File: src/rtl/uart_frame_assembler_pkg.sv
// Shared definitions for the UART frame assembler.
// Holds the frame geometry, the default sync marker, the opcode encodings,
// the assembler state enumeration and a small state-classification helper.
package uart_frame_assembler_pkg;

  localparam int FRAME_W       = 66;
  localparam int OPCODE_W      = 2;
  localparam int OPERAND_W     = 32;
  localparam int PAYLOAD_BYTES = 8;
  localparam int BYTE_CNT_W    = $clog2(PAYLOAD_BYTES);

  localparam logic [7:0] DEFAULT_SYNC_BYTE = 8'hA5;

  // Opcode encodings carried in the low two bits of the opcode byte.
  typedef enum logic [OPCODE_W-1:0] {
    OP_ADD = 2'b00,
    OP_SUB = 2'b01,
    OP_AND = 2'b10,
    OP_OR  = 2'b11
  } opcode_t;

  typedef enum logic [2:0] {
    ST_IDLE,
    ST_OPCODE,
    ST_PAYLOAD,
    ST_CHECK,
    ST_HOLD
  } state_t;

  // States in which an inter-byte timeout is being watched.
  function automatic logic is_frame_state(input state_t s);
    return (s == ST_OPCODE) || (s == ST_PAYLOAD) || (s == ST_CHECK);
  endfunction

endpackage

File: src/rtl/frame_timeout_timer.sv
// Inter-byte idle timer.
// Ports:
//   clk, reset   - clock and asynchronous active-high reset
//   clear        - zero the count (a byte arrived, or no frame in progress)
//   enable       - count idle cycles while a frame is in progress
//   expired      - combinational; high in the cycle the count sits at
//                  TIMEOUT_CYCLES-1 with no clear, so the registered error
//                  lands exactly TIMEOUT_CYCLES cycles after the last byte
module frame_timeout_timer #(
  parameter int TIMEOUT_CYCLES = 1000000
) (
  input  logic clk,
  input  logic reset,
  input  logic clear,
  input  logic enable,
  output logic expired
);

  localparam int CNT_W = (TIMEOUT_CYCLES > 1) ? $clog2(TIMEOUT_CYCLES) : 1;

  logic [CNT_W-1:0] cnt_reg;

  // clear has priority so a byte arriving on the expiry cycle wins.
  assign expired = enable && !clear && (cnt_reg == CNT_W'(TIMEOUT_CYCLES - 1));

  always_ff @(posedge clk or posedge reset) begin
    if (reset) begin
      cnt_reg <= '0;
    end else if (clear || expired) begin
      cnt_reg <= '0;
    end else if (enable) begin
      cnt_reg <= cnt_reg + CNT_W'(1);
    end
  end

endmodule

File: src/rtl/uart_frame_assembler.sv
// Assembles 11-byte UART frames into a 66-bit command word.
// Wire format: SYNC, opcode, operand_a[31:0] MSB first, operand_b[31:0]
// MSB first, checksum (XOR of opcode and the 8 operand bytes).
// Ports:
//   clk, reset               - clock and asynchronous active-high reset
//   rx_data, rx_valid        - byte stream from the UART receiver
//   frame, frame_valid       - checked word {opcode, operand_a, operand_b}
//   frame_ready              - consumer accept; transfer when valid & ready
//   busy                     - high whenever not in IDLE
//   err_checksum/opcode/timeout/overrun - registered one-cycle error pulses
module uart_frame_assembler
  import uart_frame_assembler_pkg::*;
#(
  parameter int         TIMEOUT_CYCLES = 1000000,
  parameter logic [7:0] SYNC_BYTE      = DEFAULT_SYNC_BYTE
) (
  input  logic               clk,
  input  logic               reset,
  input  logic [7:0]         rx_data,
  input  logic               rx_valid,
  output logic [FRAME_W-1:0] frame,
  output logic               frame_valid,
  input  logic               frame_ready,
  output logic               busy,
  output logic               err_checksum,
  output logic               err_opcode,
  output logic               err_timeout,
  output logic               err_overrun
);

  localparam int OPERANDS_W = 2 * OPERAND_W;

  state_t                  state_reg, state_next;
  logic [BYTE_CNT_W-1:0]   byte_cnt_reg, byte_cnt_next;
  logic [7:0]              xor_reg, xor_next;
  opcode_t                 opcode_reg, opcode_next;
  logic [OPERANDS_W-1:0]   operand_reg, operand_next;
  logic [FRAME_W-1:0]      frame_reg, frame_next;
  logic                    frame_valid_reg, frame_valid_next;
  logic                    err_checksum_reg, err_checksum_next;
  logic                    err_opcode_reg, err_opcode_next;
  logic                    err_timeout_reg, err_timeout_next;
  logic                    err_overrun_reg, err_overrun_next;

  logic in_frame;
  logic timeout_expired;

  assign in_frame = is_frame_state(state_reg);

  frame_timeout_timer #(
    .TIMEOUT_CYCLES(TIMEOUT_CYCLES)
  ) u_timer (
    .clk    (clk),
    .reset  (reset),
    .clear  (rx_valid || !in_frame),
    .enable (in_frame),
    .expired(timeout_expired)
  );

  always_ff @(posedge clk or posedge reset) begin
    if (reset) begin
      state_reg        <= ST_IDLE;
      byte_cnt_reg     <= '0;
      xor_reg          <= '0;
      opcode_reg       <= OP_ADD;
      operand_reg      <= '0;
      frame_reg        <= '0;
      frame_valid_reg  <= 1'b0;
      err_checksum_reg <= 1'b0;
      err_opcode_reg   <= 1'b0;
      err_timeout_reg  <= 1'b0;
      err_overrun_reg  <= 1'b0;
    end else begin
      state_reg        <= state_next;
      byte_cnt_reg     <= byte_cnt_next;
      xor_reg          <= xor_next;
      opcode_reg       <= opcode_next;
      operand_reg      <= operand_next;
      frame_reg        <= frame_next;
      frame_valid_reg  <= frame_valid_next;
      err_checksum_reg <= err_checksum_next;
      err_opcode_reg   <= err_opcode_next;
      err_timeout_reg  <= err_timeout_next;
      err_overrun_reg  <= err_overrun_next;
    end
  end

  always_comb begin
    state_next        = state_reg;
    byte_cnt_next     = byte_cnt_reg;
    xor_next          = xor_reg;
    opcode_next       = opcode_reg;
    operand_next      = operand_reg;
    frame_next        = frame_reg;
    frame_valid_next  = frame_valid_reg;
    err_checksum_next = 1'b0;
    err_opcode_next   = 1'b0;
    err_timeout_next  = 1'b0;
    err_overrun_next  = 1'b0;

    case (state_reg)
      ST_IDLE: begin
        byte_cnt_next = '0;
        xor_next      = '0;
        // Non-sync bytes between frames are line noise; drop quietly.
        if (rx_valid && (rx_data == SYNC_BYTE)) begin
          state_next = ST_OPCODE;
        end
      end

      ST_OPCODE: begin
        if (rx_valid) begin
          if (rx_data[7:OPCODE_W] != '0) begin
            err_opcode_next = 1'b1;
            state_next      = ST_IDLE;
          end else begin
            opcode_next   = opcode_t'(rx_data[OPCODE_W-1:0]);
            xor_next      = rx_data;
            byte_cnt_next = '0;
            state_next    = ST_PAYLOAD;
          end
        end else if (timeout_expired) begin
          err_timeout_next = 1'b1;
          state_next       = ST_IDLE;
        end
      end

      ST_PAYLOAD: begin
        if (rx_valid) begin
          // A sync value here is plain data; no resynchronisation.
          operand_next  = {operand_reg[OPERANDS_W-9:0], rx_data};
          xor_next      = xor_reg ^ rx_data;
          byte_cnt_next = byte_cnt_reg + BYTE_CNT_W'(1);
          if (byte_cnt_reg == BYTE_CNT_W'(PAYLOAD_BYTES - 1)) begin
            state_next = ST_CHECK;
          end
        end else if (timeout_expired) begin
          err_timeout_next = 1'b1;
          state_next       = ST_IDLE;
        end
      end

      ST_CHECK: begin
        if (rx_valid) begin
          if (rx_data == xor_reg) begin
            frame_next       = {opcode_reg, operand_reg};
            frame_valid_next = 1'b1;
            state_next       = ST_HOLD;
          end else begin
            // Previously delivered frame is left untouched.
            err_checksum_next = 1'b1;
            state_next        = ST_IDLE;
          end
        end else if (timeout_expired) begin
          err_timeout_next = 1'b1;
          state_next       = ST_IDLE;
        end
      end

      ST_HOLD: begin
        if (frame_ready) begin
          frame_valid_next = 1'b0;
          state_next       = ST_IDLE;
          // The transfer cycle already behaves as IDLE for an incoming byte.
          if (rx_valid && (rx_data == SYNC_BYTE)) begin
            state_next = ST_OPCODE;
          end
        end else if (rx_valid) begin
          err_overrun_next = 1'b1;
        end
      end

      default: begin
        state_next = ST_IDLE;
      end
    endcase
  end

  assign frame        = frame_reg;
  assign frame_valid  = frame_valid_reg;
  assign busy         = (state_reg != ST_IDLE);
  assign err_checksum = err_checksum_reg;
  assign err_opcode   = err_opcode_reg;
  assign err_timeout  = err_timeout_reg;
  assign err_overrun  = err_overrun_reg;

endmodule

File: config.mk
export PLATFORM = sky130hd
export DESIGN_NAME = uart_frame_assembler
export DESIGN_NICKNAME = d
export VERILOG_FILES = /design/src/rtl/uart_frame_assembler_pkg.sv /design/src/rtl/frame_timeout_timer.sv /design/src/rtl/uart_frame_assembler.sv
export SDC_FILE = /design/constraint.sdc
export NUM_CORES = 1
export LEC_CHECK = 0
export ABC_AREA = 1
export BUFFER_PORTS_ARGS = -buffer_cell sky130_fd_sc_hd__buf_2
export CAP_MARGIN = 40
export CORE_ASPECT_RATIO = 0.5
export CORE_MARGIN = 5
export CORE_UTILIZATION = 63
export DETAILED_ROUTE_END_ITERATION = 6
export PLACE_DENSITY = 0.85
export SETUP_SLACK_MARGIN = 0.5
export SLEW_MARGIN = 20
export SYNTH_ARGS = -nofsm -noshare
export SYNTH_HDL_FRONTEND = slang
export SYNTH_SLANG_ARGS = --single-unit
File: constraint.sdc
create_clock -name clk -period 15 [get_ports clk]
set_input_delay 1.5 -clock clk [delete_from_list [all_inputs] [get_ports clk]]
set_output_delay 1.5 -clock clk [all_outputs]
set_load 0.1 [all_outputs]
# Word-level counts from Yosys, hierarchy flattened
# Cells that the tools add are included.
# op_classes
muxes,37
bitwise_logic,2
eq_ne,16
addsub,2
reduce_logical,22
# op_table
op,n
two-way mux 20 bit,2
two-way mux 3 bit,11
two-way mux 8 bit,3
case mux 8 bit (3 select lines),1
"adder 20 x 1 -> 20 bit, second input constant",1
"equality test 20 bit, second input constant",1
two-way mux 1 bit,16
case mux 3 bit (5 select lines),1
"!= test 2 bit, second input constant",6
case mux 3 bit (3 select lines),1
AND reduction 3 bit,3
equality test 8 bit,1
"equality test 8 bit, second input constant",1
AND reduction 4 bit,2
XOR 8 bit,1
"equality test 3 x 2 -> 1 bit, second input constant",2
"equality test 3 bit, second input constant",2
nonzero test 3 bit,2
nonzero test 6 bit,1
logical OR 1 bit,4
nonzero test 2 bit,2
"adder 3 x 1 -> 3 bit, second input constant",1
"equality test 3 x 1 -> 1 bit, second input constant",1
logical AND 1 bit,3
9 further kinds,10
# word_totals
in_bits,12
word_cells,91
reg_bits,171

# Depth between registers and ports, before layout
# logic_depth
word_depth,11
ltp_mapped,9
ltp_nobuf,9

# Cells and area by module
# A second synthesis with hierarchy kept.
# hier_totals
cells_unflattened,870
hier_area_um2,7519.7
# by_module_without_submodules
mod,area_per_inst_um2,cells_each,n_inst
uart_frame_assembler,6214.7,685,1
frame_timeout_timer,1305.0,185,1

# Worst setup path after synthesis
# Ideal clock, no wire load.
# synth_timing
kind,register to output
start,reg state_reg[0]
end,out busy
setup_slack_ns,12.320
path_stages_with_launch,5
n_path_buf,0
arrival_ns,1.180
required_time_ns,13.500
path_cell_list,dfrtp_1 > inv_1 > nand2_1 > nor2_1 > inv_1
# synth_between
elab_chain_cells,1
# synth_lines
item,line_no,rtl
from (decl),uart_frame_assembler.sv:33,"state_t state_reg, state_next;"
from (signal assigned),uart_frame_assembler.sv:74,state_reg <= state_next;
nonzero test 3 bit,uart_frame_assembler.sv:181,assign busy = (state_reg != ST_IDLE);
to (decl),uart_frame_assembler.sv:24,"output logic busy,"
# No other way between the ends.

# Final worst setup path
# layout_timing
start,in rx_data[0]
end,reg frame_reg[54] (netlist: frame[54])
# layout_between
elab_chain_cells,2
# layout_lines
item,line_no,rtl
from (decl),uart_frame_assembler.sv:19,"input logic [7:0] rx_data,"
equality test 8 bit,uart_frame_assembler.sv:145,if (rx_data == xor_reg) begin
AND reduction 3 bit (no line),-,
to (signal assigned),uart_frame_assembler.sv:79,frame_reg <= frame_next;
to (decl),uart_frame_assembler.sv:38,"logic [FRAME_W-1:0] frame_reg, frame_next;"
# No other way between the ends.
# A chain may end at the register's enable or synchronous reset.

==> impl_metrics.ini <==
[sta]
max_slew.worst_pin.slew_ns = 0.728
maxSlewHeadroom = 0.515
rsz0062_at_grt = false
min_period_ns = 3.70
fin_skew_ns = 0.00964
setup_violations = 0
finalCritPeriodShare = 0.247
hold_violations = 0
fmax_mhz = 270
fin_setup_tns_ns = 0
final_max_slew_viol_count = 0

[worst_setup_path]
cp-end-kind = register
crit_path_end = frame[54]
crit_required_ns = 15.31
r2r_setup_slack_ns = 12.10
cp_slowest_stage_delay_ns = 0.64
worst_setup_path_start_kind = primary input
startpoint = rx_data[0]
crit_fanout = 68
cpMaxStageDelayCell = nand3_2
crit_type = in -> reg
worst-r2r-cell-count = 8
r2r_start = xor_reg[0]
worstPathArrival_ns = 4.01
r2r_end = frame[54]
path_cells = buf_2, xnor2_1, nand2_1, nor3_4, buf_4, nand3_2, buf_4, nand2_1, nand2_1
crit_top_cell = nand2_1

[logic_synthesis]
synth_area_um2 = 7320
synth-simple-area-share = 0.298
synth.largest_area_cell = dfrtp_1
netlist_top_cells_area = dfrtp_1, nand2_1, nand4_1
synthFlopType = dfrtp_1
yosys-top-cells-count = nand2_1, dfrtp_1, nand4_1
syn_inst = 838
synth_top_family_by_area = simple AND/OR/NAND/NOR gates
synthAdderAreaFrac = 0.00513
synth-seq-cells = 171
synth_warnings = 0
synthMuxAreaShare = 0.00308
yosysSeqAreaShare = 0.585
synth.distinct_cells = 35
synth_top_cell_area_share = 0.585
synth_nets = 853
synthXorXnorAreaFrac = 0.0168
ys_async_sr_fraction = 1.00
synth_compound_area_frac = 0.0404
synth_edf_count = 0
avgSynthCellArea_um2 = 8.73
yosysMostFrequentCell = nand2_1

[route]
first_pass_iters = 5
wl_per_cell_um = 16.0
top_layer_used = met4
wl_met3_mm = 1.20
vias = 6130
drt-initial-drc-count = 650
drcViolationCount = 0
dr_wl_met2_mm = 8.18
via_per_inst = 5.70
drt_wl_total_mm = 17.2
wl_met1_mm = 7.38
postRouteAntennaNets = 0

[finish]
layout.nets = 919
stdcell_area_um2 = 8440
drive_gt1_frac = 0.152
insertedDiodeCount = 0
areaGrowthSynthToFinish_pct = 15.4
largest_register_ff_count = 66

[floorplan]
initial_core_util = 0.654
die_x_um = 162
fp.dieArea_um2 = 14000
die_y_um = 86.2
io_pins = 84
core_region_area_um2 = 11200
rows = 27

[global_route]
antenna_found_initial = 0
grt_max_degree = 91
grt_pass1_wl_mm = 29.0
grt_pass1_vias = 5874
grt_usage = 0.257
grt_overflow = 0

[clock_tree]
cts_root_buf = clkbuf_16
htreeDepth = 4
clockBufferDepth = 2
cts_hold_repair.buffers = 0
cts.sinks = 171
cts_tree = yes
cts_setup_buffers = 0
cts_buffers = 17
cts_resized = 0
path_clk_slew_ns = 0.07
insertion_delay_ns = 0.43

[status]
status = finished, final reports clean

[placement]
dp_hpwl_mm = 10.5
portBuffers = 83
place_congestion = 0.892
dpl_cell_area_um2 = 7800

[power_and_ir_drop]
powerDensity_nw_per_um2 = 155
p_leak_nw = 4.61
ir_worst_vdd_uv = 103

[run]
maxCapViolCount = 0

[worst_hold_path]
whs_path_depth = 2
hp-class = reg -> reg
-- routing by layer --
metal  GRT usage  up-vias
met3      0.0641       55
li1            -     2850
met1       0.346     2969
met5           0        -
met2       0.414      256
met4      0.0913        0
-- cell usage in the layout (no fill, tap or decap), types with 4 or more instances in the layout --
cell type | Yosys | routed
nor3_1 | 7 | 7
nand2_1 | 353 | 353
a21oi_1 | 8 | 8
nand4_1 | 70 | 70
a22oi_1 | 6 | 6
xor2_1 | 8 | 8
dfrtp_1 | 171 | 171
buf_2 | 20 | 83
nand3_1 | 13 | 13
nor2_1 | 57 | 57
inv_6 | 0 | 5
clkbuf_16 | 0 | 17
nor3b_1 | 4 | 4
inv_1 | 33 | 32
buf_4 | 2 | 7
xnor2_1 | 6 | 6
o21ai_0 | 31 | 31
-- worst max-delay path: cells and delay by family --
family	cells	cell delay (ns)
xor+xnor	1	0.19
buf+inv	3	1.19
simple gates	5	1.08
-- power breakdown --
group          internal, W  switching [W]  total, W
Clock             0.000257       0.000197  0.000455
Combinational    0.0000632       0.000170  0.000233
Sequential        0.000547      0.0000739  0.000621
Total             0.000868       0.000441   0.00131
-- cells by family (layout without fill, tap and decap cells) --
| family | after synthesis | in the layout |
|---|---|---|
| XOR/XNOR | 14 | 14 |
| AND/OR/NAND/NOR | 513 | 513 |
| multiplexers | 2 | 2 |
| buffers and inverters | 82 | 161 |
| AO/OA/AOI/OAI | 53 | 53 |
| adder cells (fa/ha/maj) | 3 | 3 |
| flip-flops | 171 | 171 |
-- how the worst min path moves through the flow --
stage	start	endpoint	slack (ns)
6_report	frame[47]	frame[47]	0.47
5_1_grt	frame[56]	frame[56]	0.49
4_1_cts	frame[11]	frame[11]	0.47
3_5_place_dp	frame[64]	frame[64]	0.45
3_3_place_gp	frame[54]	frame[54]	0.45
2_1_floorplan	operand_reg[63]	operand_reg[63]	0.44
-- layout make-up --
cell class,instances,area [um2]
Clock buffer,18,439
Clock inverter,14,178
Fill cell,745,2740
Inverter,36,140
Multi-Input combinational cell,585,2670
Sequential cell,171,4280
Tap cell,159,199
Timing Repair Buffer,93,543
-- metrics by stage --
step	setup slack, ns	std cells	util	hold WS (ns)	total power [W]
final	11.30	1076	0.755	0.465	0.00131
after detailed placement	10.92	1043	0.698	0.454	0.000847
after global placement	11.04	1041	0.693	0.449	0.000829
after global routing	11.09	1076	0.755	0.493	0.00137
after floorplan	8.87	838	-	0.442	0.000784
after CTS	11.35	1075	0.753	0.469	0.00131
Power figures use the tool's default switching activity.
